===== config.mk =====
export PLATFORM = sky130hd
export DESIGN_NAME = num_entry_ctrl
export DESIGN_NICKNAME = d
export VERILOG_FILES = /design/src/rtl/num_entry_ctrl.sv
export SDC_FILE = /design/constraint.sdc
export NUM_CORES = 1
export LEC_CHECK = 0
export CORE_ASPECT_RATIO = 0.5
export CORE_MARGIN = 3
export CORE_UTILIZATION = 59
export DETAILED_ROUTE_END_ITERATION = 8
export HOLD_SLACK_MARGIN = 0.05
export PLACE_DENSITY = 0.8
export SLEW_MARGIN = 5
export SYNTH_ARGS = -nofsm -noshare
export SYNTH_HDL_FRONTEND = slang
export SYNTH_SLANG_ARGS = --single-unit

===== constraint.sdc =====
create_clock -name clk -period 2.7 [get_ports clk]
set_input_delay 0.54 -clock clk [delete_from_list [all_inputs] [get_ports clk]]
set_output_delay 0.54 -clock clk [all_outputs]
set_load 0.03 [all_outputs]

===== src/rtl/num_entry_ctrl.sv =====
// Button sequencer for the BCD entry unit behind the CPU IN instruction.
// Debounces the board buttons and hands the entered value back by req/ack.
module num_entry_ctrl #(
  parameter int DEB_CNT = 1_000_000
) (
  input  logic        clk,
  input  logic        rst_n,
  input  logic        btn_up,
  input  logic        btn_down,
  input  logic        btn_left,
  input  logic        btn_right,
  input  logic        btn_ok,
  input  logic        in_req,
  output logic        in_ack,
  output logic [15:0] in_data,
  input  logic [15:0] num_data,
  output logic        up_pulse,
  output logic        down_pulse,
  output logic        h_pulse,
  output logic        l_pulse,
  output logic        clr_num,
  output logic        busy
);

  localparam int CW = $clog2(DEB_CNT + 1);
  localparam logic [CW-1:0] CLAST = CW'(DEB_CNT - 1);

  typedef enum logic [1:0] {
    IDLE,
    ENTRY,
    ACK
  } state_t;

  logic [4:0] raw;
  logic [4:0] s1;
  logic [4:0] s2;
  logic [4:0] deb;
  logic [4:0] deb_d;
  logic [4:0] p;

  // bit order: 0 up, 1 down, 2 left, 3 right, 4 ok
  assign raw = {btn_ok, btn_right, btn_left, btn_down, btn_up};

  always_ff @(posedge clk or negedge rst_n) begin
    if (!rst_n) begin
      s1    <= '0;
      s2    <= '0;
      deb_d <= '0;
    end else begin
      s1    <= raw;
      s2    <= s1;
      deb_d <= deb;
    end
  end

  for (genvar i = 0; i < 5; i++) begin : g_deb
    logic [CW-1:0] cnt;

    always_ff @(posedge clk or negedge rst_n) begin
      if (!rst_n) begin
        cnt    <= '0;
        deb[i] <= 1'b0;
      end else if (s2[i] == deb[i]) begin
        cnt <= '0;
      end else if (cnt == CLAST) begin
        cnt    <= '0;
        deb[i] <= s2[i];
      end else begin
        cnt <= cnt + CW'(1);
      end
    end
  end

  assign p = deb & ~deb_d;

  state_t      state;
  state_t      state_n;
  logic [15:0] data_n;
  logic        up_n;
  logic        down_n;
  logic        h_n;
  logic        l_n;
  logic        clr_n;

  always_comb begin
    state_n = state;
    data_n  = in_data;
    up_n    = 1'b0;
    down_n  = 1'b0;
    h_n     = 1'b0;
    l_n     = 1'b0;
    clr_n   = 1'b0;
    unique case (state)
      IDLE: begin
        if (in_req) begin
          state_n = ENTRY;
          clr_n   = 1'b1;
        end
      end
      ENTRY: begin
        if (!in_req) begin
          state_n = IDLE;
        end else if (p[4]) begin
          // OK wins over any edit edge in the same cycle
          state_n = ACK;
          data_n  = num_data;
        end else begin
          up_n   = p[0] & ~p[1];
          down_n = p[1] & ~p[0];
          h_n    = p[2] & ~p[3];
          l_n    = p[3] & ~p[2];
        end
      end
      ACK: begin
        if (!in_req) state_n = IDLE;
      end
      default: state_n = IDLE;
    endcase
  end

  always_ff @(posedge clk or negedge rst_n) begin
    if (!rst_n) begin
      state      <= IDLE;
      in_data    <= '0;
      in_ack     <= 1'b0;
      busy       <= 1'b0;
      up_pulse   <= 1'b0;
      down_pulse <= 1'b0;
      h_pulse    <= 1'b0;
      l_pulse    <= 1'b0;
      clr_num    <= 1'b0;
    end else begin
      state      <= state_n;
      in_data    <= data_n;
      in_ack     <= (state_n == ACK);
      busy       <= (state_n != IDLE);
      up_pulse   <= up_n;
      down_pulse <= down_n;
      h_pulse    <= h_n;
      l_pulse    <= l_n;
      clr_num    <= clr_n;
    end
  end

endmodule


==> out/metrics.yaml, run 1 <==
overflow: 0
finalWeightedCongestion: 0.861
status: "completed"
grt_pass1_vias: 4594
drtPass1Iterations: 4
cp_slowest_cell: "or4_1"
p_leak_nw: 3.26
final_common_cell: "dfrtp_1"
routedWlPerCell_um: 15.7
fillers: 697
cts_tree: "built"
hp-class: "in2async"
vias: 4682
synth_warnings: 0
whs_ps: 121
crit_arrival_ps: 2480
fin_skew_ps: 8.91
dieHeight_um: 80.4
synth_top_area_share_pct: 55.6
num_rows: 26
final_cell_mix: "145 x dfrtp_1, 79 x nor2_1, 45 x clkdlybuf4s50_1"
syn_area_um2: 6530
cts_buffer_depth: 2
hpwlAfterDp_um: 8220
fin_tns_setup_ps: 0
endpoint_kind: "flip-flop"
p_sw_share_pct: 20.8
p_comb_share_pct: 4.5
start_util_pct: 62.3
critPathLaunchType: "flip-flop"
min_period_ps: 2150
synth_edf_count: 0
core_area_um2: 10500
ys_seq_elements: 145
antenna_found_initial: 0
finalMaxSlewViolations: 0
synthArstFlopShare_pct: 100
grt_first_pass_wirelength_um: 21800
ff2ff_path_depth: 5
place_area_um2: 7190
io_pins: 47
h-tree-depth: 4
critical_path.cell_chain: "ha_1, nand2_1, or4_1, or4_4, a21oi_2"
hold_buffers: 0
areaGrowthSynthToFinish_pct: 19.9
synth_cells: 615
slowest_delay_ps: 640
drt_first_iter_violations: 199
worstSetupPathType: "reg2reg"
design_area_um2: 7830
clockPowerShare_pct: 50.3
p_int_mw: 3.95
clk_latency_ps: 410
powerDensity_nw_per_um2: 637
drc: 0
fin_nets: 703
post-cts-setup-buffers: 0
hold_violations: 0
cts.clk_slew.worst_paths_ps: 60
cp.required_ps: 3040
tightest_slew_ps: 591
grt_max_degree: 64
rsz0062_at_grt: "no"
ff_latch_area_um2: 3630
antenna_violating_nets_post_route: 0
numClockSinks: 145
cts_made_buffers: 17
yosys.area.top_type: "dfrtp_1"
synth_ff_type: "dfrtp_1"
synth_area_per_cell_um2: 10.6
wl_um: 13000
drv_cap: 0
sequentialPowerShare_pct: 45.1
setup_violations: 0
root_buffer: "clkbuf_16"
ys_seq_area_share_pct: 55.6
synth.distinct_cells: 40
multi_input_area_um2: 2760
drive_above_1_share_pct: 11.5
post-route-period-util_pct: 79.4
critPathMaxFanout: 8
synth_area_leaders: "dfrtp_1 56%, xnor2_1 4.7%, nor2_1 4.5%, xor2_1 4.2%, mux2_2 3.6%"
die_area_um2: 12400
vias_per_cell: 5.67
max_freq_mhz: 466
grt_usage_pct: 21.8
port_buffers: 46
ir_drop_mv: 0.413
cts_resized: 0
max-slew-margin-rel_pct: 60.6
diodes: 0
synth_fp_nets: 644
die_x_um: 155
p_sw_mw: 1.04
==> cells in the mapped netlist (4+ instances only) <==
cell,count
and3_1,8
nor4b_1,4
xnor2_1,35
or3_1,16
nor2_1,79
or4_1,14
ha_1,5
o31ai_1,15
nor3_1,14
dfrtp_1,145
nand2_1,33
a21oi_1,29
nor2b_1,4
buf_2,10
inv_1,23
mux2_2,21
nand4_1,16
clkbuf_1,5
nor4_1,19
xor2_1,31
nand3_1,39
and4_1,6
o21ai_0,19
==> flip-flops by register name, summed over array words and instances (netlist names), 2 cells and up <==
name,flops
g_deb.cnt,100
in_data,16
state,2
deb_d,5
s1,5
deb,5
s2,5
==> power groups by stage <==
stage	Combinational (mW)	Clock, mW	Sequential, mW
final	0.227	2.51	2.25
after global routing	0.252	2.64	2.25
after floorplan	0.0704	0	2.31
after global placement	0.224	0	2.28
after CTS	0.232	2.54	2.25
after detailed placement	0.230	0	2.29
==> stage by stage <==
stage                     utilization [%]  std cells  power (mW)  setup WS [ps]
final                                74.7        826        4.99            555
after global routing                 74.7        826        5.15            451
after CTS                            74.7        826        5.02            561
after detailed placement             68.7        795        2.52            600
after global placement               68.7        795        2.51            662
after floorplan                         -        615        2.38            714
==> critical path: cells and delay by family, from the launching register on <==
kind                       cells  cell delay (ps)
AOI/OAI and AO/OA              1              140
adders and majority gates      1              240
DFF                            1              420
and+or+nand+nor                3             1280
==> layout make-up <==
class | count | area share (%)
sequential | 145 | 46.3
timing repair buffer | 55 | 6.92
multi-input combinational | 432 | 35.3
inverter | 23 | 1.10
clock inverter | 9 | 1.97
clock buffer | 22 | 6.18
tap | 140 | 2.24
==> final timing paths <==
path | start | slack [ps] | to
max | g_deb[1].cnt[0] | 550 | g_deb[1].cnt[18]
min | rst_n | 120 | in_data[8]
max reg2reg | g_deb[1].cnt[0] | 550 | g_deb[1].cnt[18]
min reg2reg | s1[0] | 350 | s2[0]
max in group asynchronous | rst_n | 1820 | s1[2]
min in group clk | s1[0] | 350 | s2[0]
==> routing by layer <==
layer  routed length [um]  up-vias  track usage [%]
met5                    0        -                0
met2                 6600       73             37.8
met3                  332        9             3.98
met4                  108        0             7.22
li1                     -     2303                -
met1                 5960     2297             28.1
==> cells by family after synthesis <==
kind of cell    Yosys count  share of synthesized area (%)
buf+inv                  38                           2.38
fa+ha+maj                 5                          0.958
xor+xnor                 66                           8.85
simple gates            273                           22.2
compound gates           67                           6.42
mux                      21                           3.62
flops                   145                           55.6
No activity file was read; power rests on OpenSTA's default activity.
==> inputs of run 2 (changes only) <==
- clock period: 2.7 -> 2.2 ns (I/O delays scaled with it)
==> run 2 against run 1 <==
  * Core utilization is 0.27 points higher
  * First-iteration DRC count grew 2.0%
  * Die area unchanged
  * Routed wire length up 0.22%
  * Register-to-register slack worse by 430 ps
  * Worst hold slack better by 230 ps
  * Flip-flop and latch count unchanged
  * Design area increased by 0.37%
  * Sequential power grew 23%
  * Critical endpoint unchanged
==> out/metrics.yaml, run 2 (synthesis results as in run 1) <==
cp.required_ps: 2550  # was 3040 ps
min_from: "s1[3]"
cts_buffer_depth: 2  # unchanged
h-tree-depth: 4  # unchanged
vias_per_cell: 5.71  # was 5.67
post-route-period-util_pct: 94.5  # was 79.4%
min_to: "s2[3]"
dr_wl_met3_um: 336  # was 332 um
antenna_violating_nets_post_route: 0  # unchanged
wl_um: 13000  # about the same
critPathLaunchType: "flip-flop"  # unchanged
p_sw_share_pct: 21.4  # was 20.8%
p_int_mw: 4.71  # was 3.95 mW
top_regs: "g_deb.cnt x100, in_data x16"  # unchanged
timing.rr.end: "g_deb[1].cnt[18]"  # unchanged
wl_met2_um: 6570  # was 6600 um
die_x_um: 155  # unchanged
max-slew-margin-rel_pct: 65.2  # was 60.6%
finalWeightedCongestion: 0.855  # was 0.861
cts.clk_slew.worst_paths_ps: 60  # about the same
areaGrowthSynthToFinish_pct: 20.4  # was 19.9%
io_pins: 47  # unchanged
rsz0062_at_grt: "no"  # unchanged
grt_usage_pct: 22.7  # was 21.8%
dp.cells: 801  # was 795
whs_ps: 347  # was 121 ps
numClockSinks: 145  # unchanged
hpwlAfterDp_um: 8620  # was 8220 um
dieHeight_um: 80.4  # unchanged
antenna_found_initial: 0  # unchanged
drive_above_1_share_pct: 12.2  # was 11.5%
port_buffers: 46  # unchanged
worstSetupPathType: "reg2reg"  # unchanged
core_area_um2: 10500  # unchanged
post-cts-setup-buffers: 0  # unchanged
status: "completed"  # unchanged
diodes: 0  # unchanged
stdcell_count: 834  # was 826
min_period_ps: 2080  # was 2150 ps
p_comb_share_pct: 4.8  # was 4.5%
drtPass1Iterations: 5  # was 4
finalWorstSetupSlack_ps: 121  # was 555 ps
largest_reg_flops: 100  # unchanged
grt_pass1_vias: 4782  # was 4594
fin_tns_setup_ps: 0  # unchanged
final_common_cell: "dfrtp_1"  # unchanged
ff2ff_path_depth: 5  # unchanged
critPathMaxFanout: 8  # unchanged
root_buffer: "clkbuf_16"  # unchanged
largest-register: "g_deb.cnt"  # unchanged
hold_violations: 0  # unchanged
grt_max_degree: 48  # was 64
drt_first_iter_violations: 203  # was 199
start_util_pct: 62.3  # unchanged
max_freq_mhz: 481  # was 466 MHz
vias: 4762  # was 4682
num_rows: 26  # unchanged
crit_arrival_ps: 2430  # was 2480 ps
sequentialPowerShare_pct: 46.1  # was 45.1%
p_leak_nw: 3.29  # was 3.26 nW
clk_latency_ps: 410  # about the same
cts_tree: "built"  # unchanged
cts_made_buffers: 17  # unchanged
hold_depth: 0
p_sw_mw: 1.28  # was 1.04 mW
post-place-ws_ps: 110  # was 600 ps
die_area_um2: 12400  # unchanged
finalMaxSlewViolations: 0  # unchanged
clockPowerShare_pct: 49.1  # was 50.3%
drc: 0  # unchanged
r2r-start: "g_deb[1].cnt[0]"  # unchanged
fin_nets: 710  # was 703
tightest_slew_ps: 517  # was 591 ps
overflow: 0  # unchanged
final_cell_mix: "145 x dfrtp_1, 79 x nor2_1, 45 x clkdlybuf4s50_1"  # unchanged
drv_cap: 0  # unchanged
top_layer_used: "met4"  # unchanged
fin_skew_ps: 7.07  # was 8.91 ps
hp-class: "reg2reg"  # was in2async
setup_violations: 0  # unchanged
powerDensity_nw_per_um2: 762  # was 637 nW/um^2
reg2reg_setup_slack_ps: 120  # was 550 ps
routedWlPerCell_um: 15.6  # was 15.7 um
endpoint_kind: "flip-flop"  # unchanged
met1Wirelength_um: 5900  # was 5960 um
ir_drop_mv: 0.490  # was 0.413 mV
grt_first_pass_wirelength_um: 22500  # was 21800 um
==> run 2: worst max-delay path, cell delays in order, from the launching register on <==
cell,delay (ps)
dfrtp_1,420
ha_1,240
nand2_1,130
or4_4,590
or4_4,500
a21oi_2,140
==> run 2: metrics by stage <==
step	instance area [um^2]	util (%)	total power [mW]
finish	7860	75.0	5.99
global route	7860	75.0	6.19
CTS	7860	75.0	6.02
detailed placement	7240	69.1	3.09
global placement	7240	69.1	3.08
floorplan	6530	-	2.92
==> run 2: how the worst max path moves through the flow <==
stage / cells after the start / endpoint / start / slack (ps)
detailed placement: 5 / g_deb[1].cnt[18] / g_deb[1].cnt[0] / 110
global placement: 5 / g_deb[1].cnt[18] / g_deb[1].cnt[0] / 150
finish: 5 / g_deb[1].cnt[18] / g_deb[1].cnt[0] / 120
floorplan: 6 / g_deb[1].cnt[18] / g_deb[1].cnt[0] / 210
global route: 5 / g_deb[1].cnt[18] / g_deb[1].cnt[0] / 5
CTS: 5 / g_deb[1].cnt[18] / g_deb[1].cnt[0] / 10
==> run 2: layout make-up <==
type,count,area (um^2)
clock buffer,23,478
clock inverter,9,130
fill,679,2620
inverter,23,86.3
multi-input combinational,432,2760
sequential,145,3630
tap,140,175
timing repair buffer,62,597
==> run 2: power groups by stage <==
stage               registers, mW  clock network [mW]  logic, mW
floorplan                    2.83                   0     0.0864
global placement             2.80                   0      0.280
detailed placement           2.81                   0      0.285
CTS                          2.76                2.97      0.292
global route                 2.77                3.11      0.316
finish                       2.76                2.94      0.286
==> run 2: timing repair <==
| action | in CTS | in global routing |
|---|---|---|
| setup endpoints to repair | 0 | 3 |
| hold endpoints to repair | 43 | 0 |
| gates resized for setup | 0 | 1 |
| hold buffers | 1 | 0 |
==> run 2: routing by layer <==
| metal | vias to the layer above | track usage [%] |
|---|---|---|
| li1 | 2315 | - |
| met1 | 2369 | 29.1 |
| met2 | 60 | 38.8 |
| met3 | 18 | 4.57 |
| met4 | 0 | 8.28 |
| met5 | - | 0 |
